`config.mk`:
```
export PLATFORM = sky130hd
export DESIGN_NAME = chime_sequencer
export DESIGN_NICKNAME = d
export VERILOG_FILES = /design/src/rtl/chime_pkg.sv /design/src/rtl/tone_div.sv /design/src/rtl/chime_sequencer.sv
export SDC_FILE = /design/constraint.sdc
export NUM_CORES = 1
export LEC_CHECK = 0
export CORE_MARGIN = 4
export CORE_UTILIZATION = 35
export DETAILED_ROUTE_END_ITERATION = 6
export SLEW_MARGIN = 40
export SYNTH_ARGS = -nofsm -noshare
export SYNTH_HDL_FRONTEND = slang
export SYNTH_HIERARCHICAL = 1
export SYNTH_SLANG_ARGS = --single-unit
```
`constraint.sdc`:
```
create_clock -name clk -period 1.6 [get_ports clk]
set_input_delay 0.24 -clock clk [delete_from_list [all_inputs] [get_ports clk]]
set_output_delay 0.24 -clock clk [all_outputs]
set_load 0.01 [all_outputs]
```
`src/rtl/chime_pkg.sv`:
```
// Shared state encoding and sizing helpers for the doorbell chime sequencer.
// The typed enum reuses the raw encodings so both views always agree.
package chime_pkg;

  localparam logic [1:0] IDLE = 2'd0;
  localparam logic [1:0] DING = 2'd1;
  localparam logic [1:0] GAP  = 2'd2;
  localparam logic [1:0] DONG = 2'd3;

  typedef enum logic [1:0] {
    StIdle = IDLE,
    StDing = DING,
    StGap  = GAP,
    StDong = DONG
  } chime_state_e;

  // Bits needed to count 0..n-1, never less than one bit.
  function automatic int unsigned cnt_width(input int unsigned n);
    int unsigned w;
    w = (n <= 1) ? 1 : int'($clog2(n));
    return w;
  endfunction

  function automatic int unsigned max3(input int unsigned a, input int unsigned b,
                                       input int unsigned c);
    int unsigned m;
    m = a;
    if (b > m) m = b;
    if (c > m) m = c;
    return m;
  endfunction

endpackage

```
`src/rtl/tone_div.sv`:
```
// Square-wave divider: output low for HALF cycles, high for HALF cycles, and so on,
// starting low on the first enabled cycle. Dropping en clears it completely.
module tone_div
  import chime_pkg::*;
#(
  parameter int unsigned HALF = 4
) (
  input  logic clk,
  input  logic rst,
  input  logic en,
  output logic tone
);

  localparam int unsigned CntW = cnt_width(HALF);
  localparam logic [CntW-1:0] Last = CntW'(HALF - 1);

  logic [CntW-1:0] cnt_q, cnt_d;
  logic            tone_q, tone_d;
  logic            run_q, run_d;

  // en is the enable for the coming cycle; run_q marks that the first cycle has begun.
  always_comb begin
    cnt_d  = cnt_q;
    tone_d = tone_q;
    run_d  = run_q;
    if (!en) begin
      cnt_d  = '0;
      tone_d = 1'b0;
      run_d  = 1'b0;
    end else if (!run_q) begin
      cnt_d  = '0;
      tone_d = 1'b0;
      run_d  = 1'b1;
    end else if (cnt_q == Last) begin
      cnt_d  = '0;
      tone_d = ~tone_q;
    end else begin
      cnt_d = cnt_q + 1'b1;
    end
  end

  always_ff @(posedge clk or posedge rst) begin
    if (rst) begin
      cnt_q  <= '0;
      tone_q <= 1'b0;
      run_q  <= 1'b0;
    end else begin
      cnt_q  <= cnt_d;
      tone_q <= tone_d;
      run_q  <= run_d;
    end
  end

  assign tone = tone_q;

endmodule

```
`src/rtl/chime_sequencer.sv`:
```
// Doorbell chime sequencer: a button press plays tone A (ding), an optional silent
// gap, then tone B (dong), and pulses done. All outputs come straight from flops.
module chime_sequencer
  import chime_pkg::*;
#(
  parameter int unsigned HALF_A   = 4,
  parameter int unsigned HALF_B   = 6,
  parameter int unsigned DING_CYC = 32,
  parameter int unsigned GAP_CYC  = 8,
  parameter int unsigned DONG_CYC = 48
) (
  input  logic clk,
  input  logic rst,
  input  logic button,
  output logic tone_a,
  output logic tone_b,
  output logic sel,
  output logic busy,
  output logic done
);

  localparam int unsigned MaxPhase = max3(DING_CYC, GAP_CYC, DONG_CYC);
  localparam int unsigned CntW     = cnt_width(MaxPhase);

  localparam logic [CntW-1:0] DingLast = CntW'(DING_CYC - 1);
  localparam logic [CntW-1:0] GapLast  = CntW'((GAP_CYC == 0) ? 0 : GAP_CYC - 1);
  localparam logic [CntW-1:0] DongLast = CntW'(DONG_CYC - 1);

  logic sync1_q, sync2_q, sync3_q;
  logic press;

  chime_state_e    state_q, state_d;
  logic [CntW-1:0] phase_q, phase_d;

  logic busy_q, sel_q, done_q;
  logic en_a, en_b;

  // Button synchroniser plus history flop for rising-edge detection.
  always_ff @(posedge clk or posedge rst) begin
    if (rst) begin
      sync1_q <= 1'b0;
      sync2_q <= 1'b0;
      sync3_q <= 1'b0;
    end else begin
      sync1_q <= button;
      sync2_q <= sync1_q;
      sync3_q <= sync2_q;
    end
  end

  assign press = sync2_q & ~sync3_q;

  always_comb begin
    state_d = state_q;
    phase_d = phase_q + 1'b1;
    unique case (state_q)
      StIdle: begin
        phase_d = '0;
        if (press) state_d = StDing;
      end
      StDing: begin
        if (phase_q == DingLast) state_d = (GAP_CYC == 0) ? StDong : StGap;
      end
      StGap: begin
        if (phase_q == GapLast) state_d = StDong;
      end
      StDong: begin
        // Presses here are dropped, including one coinciding with the return to idle.
        if (phase_q == DongLast) state_d = StIdle;
      end
    endcase
    if (state_d != state_q) phase_d = '0;
  end

  always_ff @(posedge clk or posedge rst) begin
    if (rst) begin
      state_q <= StIdle;
      phase_q <= '0;
    end else begin
      state_q <= state_d;
      phase_q <= phase_d;
    end
  end

  // Outputs are registered from the next state so they line up with state_q.
  always_ff @(posedge clk or posedge rst) begin
    if (rst) begin
      busy_q <= 1'b0;
      sel_q  <= 1'b0;
      done_q <= 1'b0;
    end else begin
      busy_q <= (state_d != StIdle);
      sel_q  <= (state_d == StDong);
      done_q <= (state_q == StDong) && (state_d == StIdle);
    end
  end

  assign en_a = (state_d == StDing);
  assign en_b = (state_d == StDong);

  tone_div #(
    .HALF(HALF_A)
  ) u_tone_a (
    .clk (clk),
    .rst (rst),
    .en  (en_a),
    .tone(tone_a)
  );

  tone_div #(
    .HALF(HALF_B)
  ) u_tone_b (
    .clk (clk),
    .rst (rst),
    .en  (en_b),
    .tone(tone_b)
  );

  assign busy = busy_q;
  assign sel  = sel_q;
  assign done = done_q;

endmodule

```
# Word-level counts from Yosys, hierarchy flattened
# Cells that the tools add are included.
[word_totals]
out_inout_bits = 5
reg_bits = 23
[op_classes]
n_reduce_logical = 4
mux = 21
bitwise = 4
add_sub_neg = 3
eq_ne = 13
[op_table]
columns = ["operator", "n"]
rows = [
  ["2-bit two-way mux", 7],
  ["6-bit two-way mux", 2],
  ["3-bit two-way mux", 3],
  ["2-bit == test (second input constant)", 4],
  ["1-bit two-way mux", 8],
  ["2-bit case mux with 4 select lines", 1],
  ["6-bit by 1-bit adder with 6-bit output (second input constant)", 1],
  ["6-bit by 3-bit == test with 1-bit output (second input constant)", 1],
  ["6-bit by 5-bit == test with 1-bit output (second input constant)", 1],
  ["6-bit == test (second input constant)", 1],
  ["3-bit inequality test (second input constant)", 2],
  ["2-bit by 1-bit == test with 1-bit output (second input constant)", 2],
  ["2-bit zero test", 2],
  ["3-bit by 1-bit adder with 3-bit output (second input constant)", 1],
  ["3-bit == test (second input constant)", 1],
  ["1-bit inverter", 3],
  ["2-bit by 1-bit adder with 2-bit output (second input constant)", 1],
  ["2-bit inequality test", 1],
  ["2-bit nonzero test", 1],
  ["1-bit AND", 1],
  ["1-bit logical AND", 1],
]

# Depth between registers and ports, before layout
[logic_depth]
depth_word = 6
depth_mapped = 6
ltp_nobuf = 6

# Hierarchy
# Netlist, hierarchy kept.
[modules_own_cells]
columns = ["module", "seq_area_each_um2", "area_per_inst_um2", "n_inst", "cells_each"]
rows = [
  ["chime_sequencer", 350.3, 631.9, 1, 57],
  ["tone_div at u_tone_b", 125.1, 209.0, 1, 18],
  ["tone_div at u_tone_a", 100.1, 143.9, 1, 11],
]

# Worst setup path before layout
# Ideal clock, no wire load.
[synth_timing]
path_kind = "flip-flop to flip-flop"
startpoint = "reg phase_q[0]"
endpoint = "reg u_tone_b.cnt_q[2]"
setup_time_ps = 78
path_slack_ps = 89
arrival_time_ps = 1434
stages_incl_launch_ff = 7
path_buffers = 0
path_cell_list = "dfrtp_1 > ha_1 > nor4bb_1 > o21ai_0 > nor2_1 > nand2_1 > a21oi_1"
[synth_via]
elab_chain_cells = 5
[synth_lines]
columns = ["element", "line_no", "text"]
rows = [
  ["start: declaration", "chime_sequencer.sv:33", "logic [CntW-1:0] phase_q, phase_d;"],
  ["start signal: assignment", "chime_sequencer.sv:81", "phase_q <= phase_d;"],
  ["6-bit == test, or another cell as far along", "chime_sequencer.sv:69", "if (phase_q == DongLast) state_d = StIdle;"],
  ["2-bit two-way mux (on tied branches)", "chime_sequencer.sv:69, chime_sequencer.sv:62, chime_sequencer.sv:65", ""],
  ["2-bit case mux with 4 select lines *", "chime_sequencer.sv:56", "unique case (state_q)"],
  ["2-bit == test *", "chime_sequencer.sv:99", "assign en_b = (state_d == StDong);"],
  ["net en_b", "chime_sequencer.sv:36", "logic en_a, en_b;"],
  ["3-bit two-way mux *", "tone_div.sv:26", "if (!en) begin"],
  ["net u_tone_b.cnt_d[2]", "tone_div.sv:17", "logic [CntW-1:0] cnt_q, cnt_d;"],
  ["end signal: assignment", "tone_div.sv:48", "cnt_q <= cnt_d;"],
  ["end: declaration", "tone_div.sv:17", ""],
]
# The timed path passes the listed nets; every way through them passes the cells marked *.
# A chain may end at the register's enable or synchronous reset.

# Worst setup path after layout
[layout_timing]
startpoint = "reg u_tone_b.tone_q (netlist: u_tone_b/tone)"
endpoint = "out tone_b"
[layout_rtl]
columns = ["element", "line_no", "text"]
rows = [
  ["start: declaration", "tone_div.sv:18", "logic tone_q, tone_d;"],
  ["start signal: assignment", "tone_div.sv:49", "tone_q <= tone_d;"],
  ["end: declaration", "chime_sequencer.sv:16", "output logic tone_b,"],
]
# No word-level cell between the ends.

==> metrics <==
status finished clean; post-synthesis sequential area ratio 58.4%; share of cells above drive strength 1 18.6%; # rows 18; cells after synthesis 86; die area 3730 um^2; final setup vio count 0; Vias ~690; Layout fillers about 250; Die W 61.0 um; crit path buf inv count 1; average wire per standard cell 13.1 um; Post-Syn Area roughly 980 um^2; Slew Limit Headroom 75.0%; DRC 0; Storage cell area 576 um^2; Clock Skew 0.00915 ns; post-synth cell types 30; first-pass GRT wire length 2.99 mm; clock transition at the registers of the reported paths about 0.12 ns; fin cells between 100 and 150; critical path class register to primary output; Seq cells post-synth 23; crit end category primary output; CP Cell Sequence clkdlybuf4s50_1; # IOs 8; FMAX 680 MHz; worst vdd ir 0.892 mV; Worst-Margin Slew 0.373 ns; WL final 1.73 mm; PD cells 1390 nW/um^2; initial drt markers 24; H-tree levels 1; Fin Setup TNS 0 ns; first-pass iteration count of the detailed router 4; Routed Antenna Nets 0; clock buffer count from CTS 3; starting density of the core 38.0%; largest net degree at the start of global routing 15; clock root buffer clkbuf_4; Slowest-stage cell, CP clkdlybuf4s50_1; Avg Cell Area, Syn 11.4 um^2; clk sink count 23; Pleak 0.498 nW; vias in the first global route 674; hpwl dp 1.31 mm; Max-Cap Viols 0; CP peak stage delay 0.54 ns; Port Buffer Count 7; Mapped Nets 91; initial antenna violation count 0; Die Span Y 61.0 um; Tightest Hold Check Type primary input to async pin; clock buffer depth 2; CTS tree done; Top delay family on crit path buffers and inverters; period utilization 91.9%; Layout area overhead 19.9%; multi-input gate area in the final layout 399 um^2; n_diodes 0; Cells after DPL approximately 130; number of synthesis warnings 6; Final Cell Area 1180 um^2; DR vias/cell around 5.2; crit path DAT between 1 and 1.5 ns; Core ar. 2590 um^2; Final #Nets roughly 110; Worst Path Required 1.36 ns; Final Max Tran Viols 0; GP Congestion 0.804; type of origin of the critical path register; grt total ovfl 0; Tmin final 1.47 ns; CP max FO 3; Total GRT Usage 10.8%; Hold-fix buffers, CTS 0; Hold Vio Cnt, Final 0; Clk Latency, worst-skew pair roughly 0.30 ns; Placed Area 1130 um^2
metrics by stage:
step           utilization, %  hold slack, ns  setup slack (ns)  total power (W)
6_report                 45.6           0.167             0.129          0.00164
5_1_grt                  45.6           0.169          -0.00296          0.00179
4_1_cts                  44.6           0.163            0.0421          0.00164
3_5_place_dp             43.6           0.339            0.0628          0.00137
3_3_place_gp             43.6           0.335             0.112          0.00134
2_1_floorplan               -         0.00608            0.0886          0.00118
what timing repair did:
action,4_1_cts,5_1_grt
endpoints found under the setup margin,0,7
resized for setup,0,6
buffers inserted,0,0
logic make-up after synthesis:
kind of cell | count (synthesis) | share of synthesized area [%]
DFF | 23 | 58.4
xor gates and xnor gates | 3 | 2.67
and+or+nand+nor | 32 | 19.3
buffers and inverters | 7 | 3.56
adders and majority gates | 2 | 2.54
AOI/OAI and AO/OA | 18 | 12.5
muxes | 1 | 1.02
layout by cell type (no fill, tap or decap), types with 3 or more instances in the layout:
cell             netlist  layout
dfrtp_1               23      23
clkdlybuf4s50_1        0       7
buf_4                  0       7
nand3b_1               6       6
a21oi_1                6       6
nor2_1                 6       5
inv_1                  5       5
nand2_1                5       5
o21ai_0                4       3
clkbuf_4               0       3
power by group:
group | internal, W | switching [W]
Clock | 0.0000932 | 0.000162
Combinational | 0.000287 | 0.000262
Sequential | 0.000716 | 0.000123
Total | 0.00110 | 0.000547
area by class of cell:
class                   count  share of cell area [%]
clock buffers               3                    1.91
clock inverters             1                   0.424
inverters                   5                    1.59
multi-input cells          56                    33.8
flip-flops and latches     23                    48.7
well taps                  30                    3.18
repair buffers             14                    10.4
registers in the layout, indices dropped and copies added (netlist names):
register / cells
sync2_q: 1
u_tone_b/tone: 1
done: 1
u_tone_b/cnt_q: 3
phase_q: 6
u_tone_b/run_q: 1
busy: 1
sync3_q: 1
u_tone_a/cnt_q: 2
sync1_q: 1
u_tone_a/tone: 1
sel: 1
state_q: 2
u_tone_a/run_q: 1
Yosys cell counts, drive strengths merged:
master / count / area, um^2
nand2: 5 / 18.8
a311o: 1 / 10.0
o32ai: 1 / 8.76
a22oi: 1 / 7.51
nand3: 4 / 30.0
o21ai: 4 / 20.0
xnor2: 2 / 17.5
and3: 1 / 6.26
or3b: 1 / 8.76
a21oi: 7 / 38.8
o221ai: 1 / 15.0
o211ai: 1 / 7.51
xor2: 1 / 8.76
nand3b: 6 / 45.0
nor2: 6 / 22.5
inv: 5 / 18.8
nor4bb: 1 / 10.0
nand2b: 2 / 12.5
or3: 2 / 12.5
nor3: 3 / 15.0
buf: 2 / 16.3
mux2i: 1 / 10.0
ha: 2 / 25.0
dfrtp: 23 / 576
a21boi: 2 / 15.0
nand4b: 1 / 8.76
final timing paths:
path	to	startpoint	cells past startpoint	slack, ns
max in group asynchronous	sync1_q	rst	3	1.12
setup / recovery	tone_b	u_tone_b/tone	1	0.13
hold reg to reg	sync2_q	sync1_q	0	0.36
min in group clk	sync2_q	sync1_q	0	0.36
hold / removal	u_tone_a/cnt_q[0]	rst	2	0.17
setup reg to reg	phase_q[1]	phase_q[4]	4	0.13
per-layer routing:
layer / vias up / track usage, % / share of wire, %
met5: - / 0 / 0
met4: 0 / 1.86 / 0.58
met3: 2 / 3.77 / 4.7
met2: 15 / 17.1 / 48
met1: 333 / 14.6 / 47
li1: 342 / - / -
(Power assumes the default switching activity.)
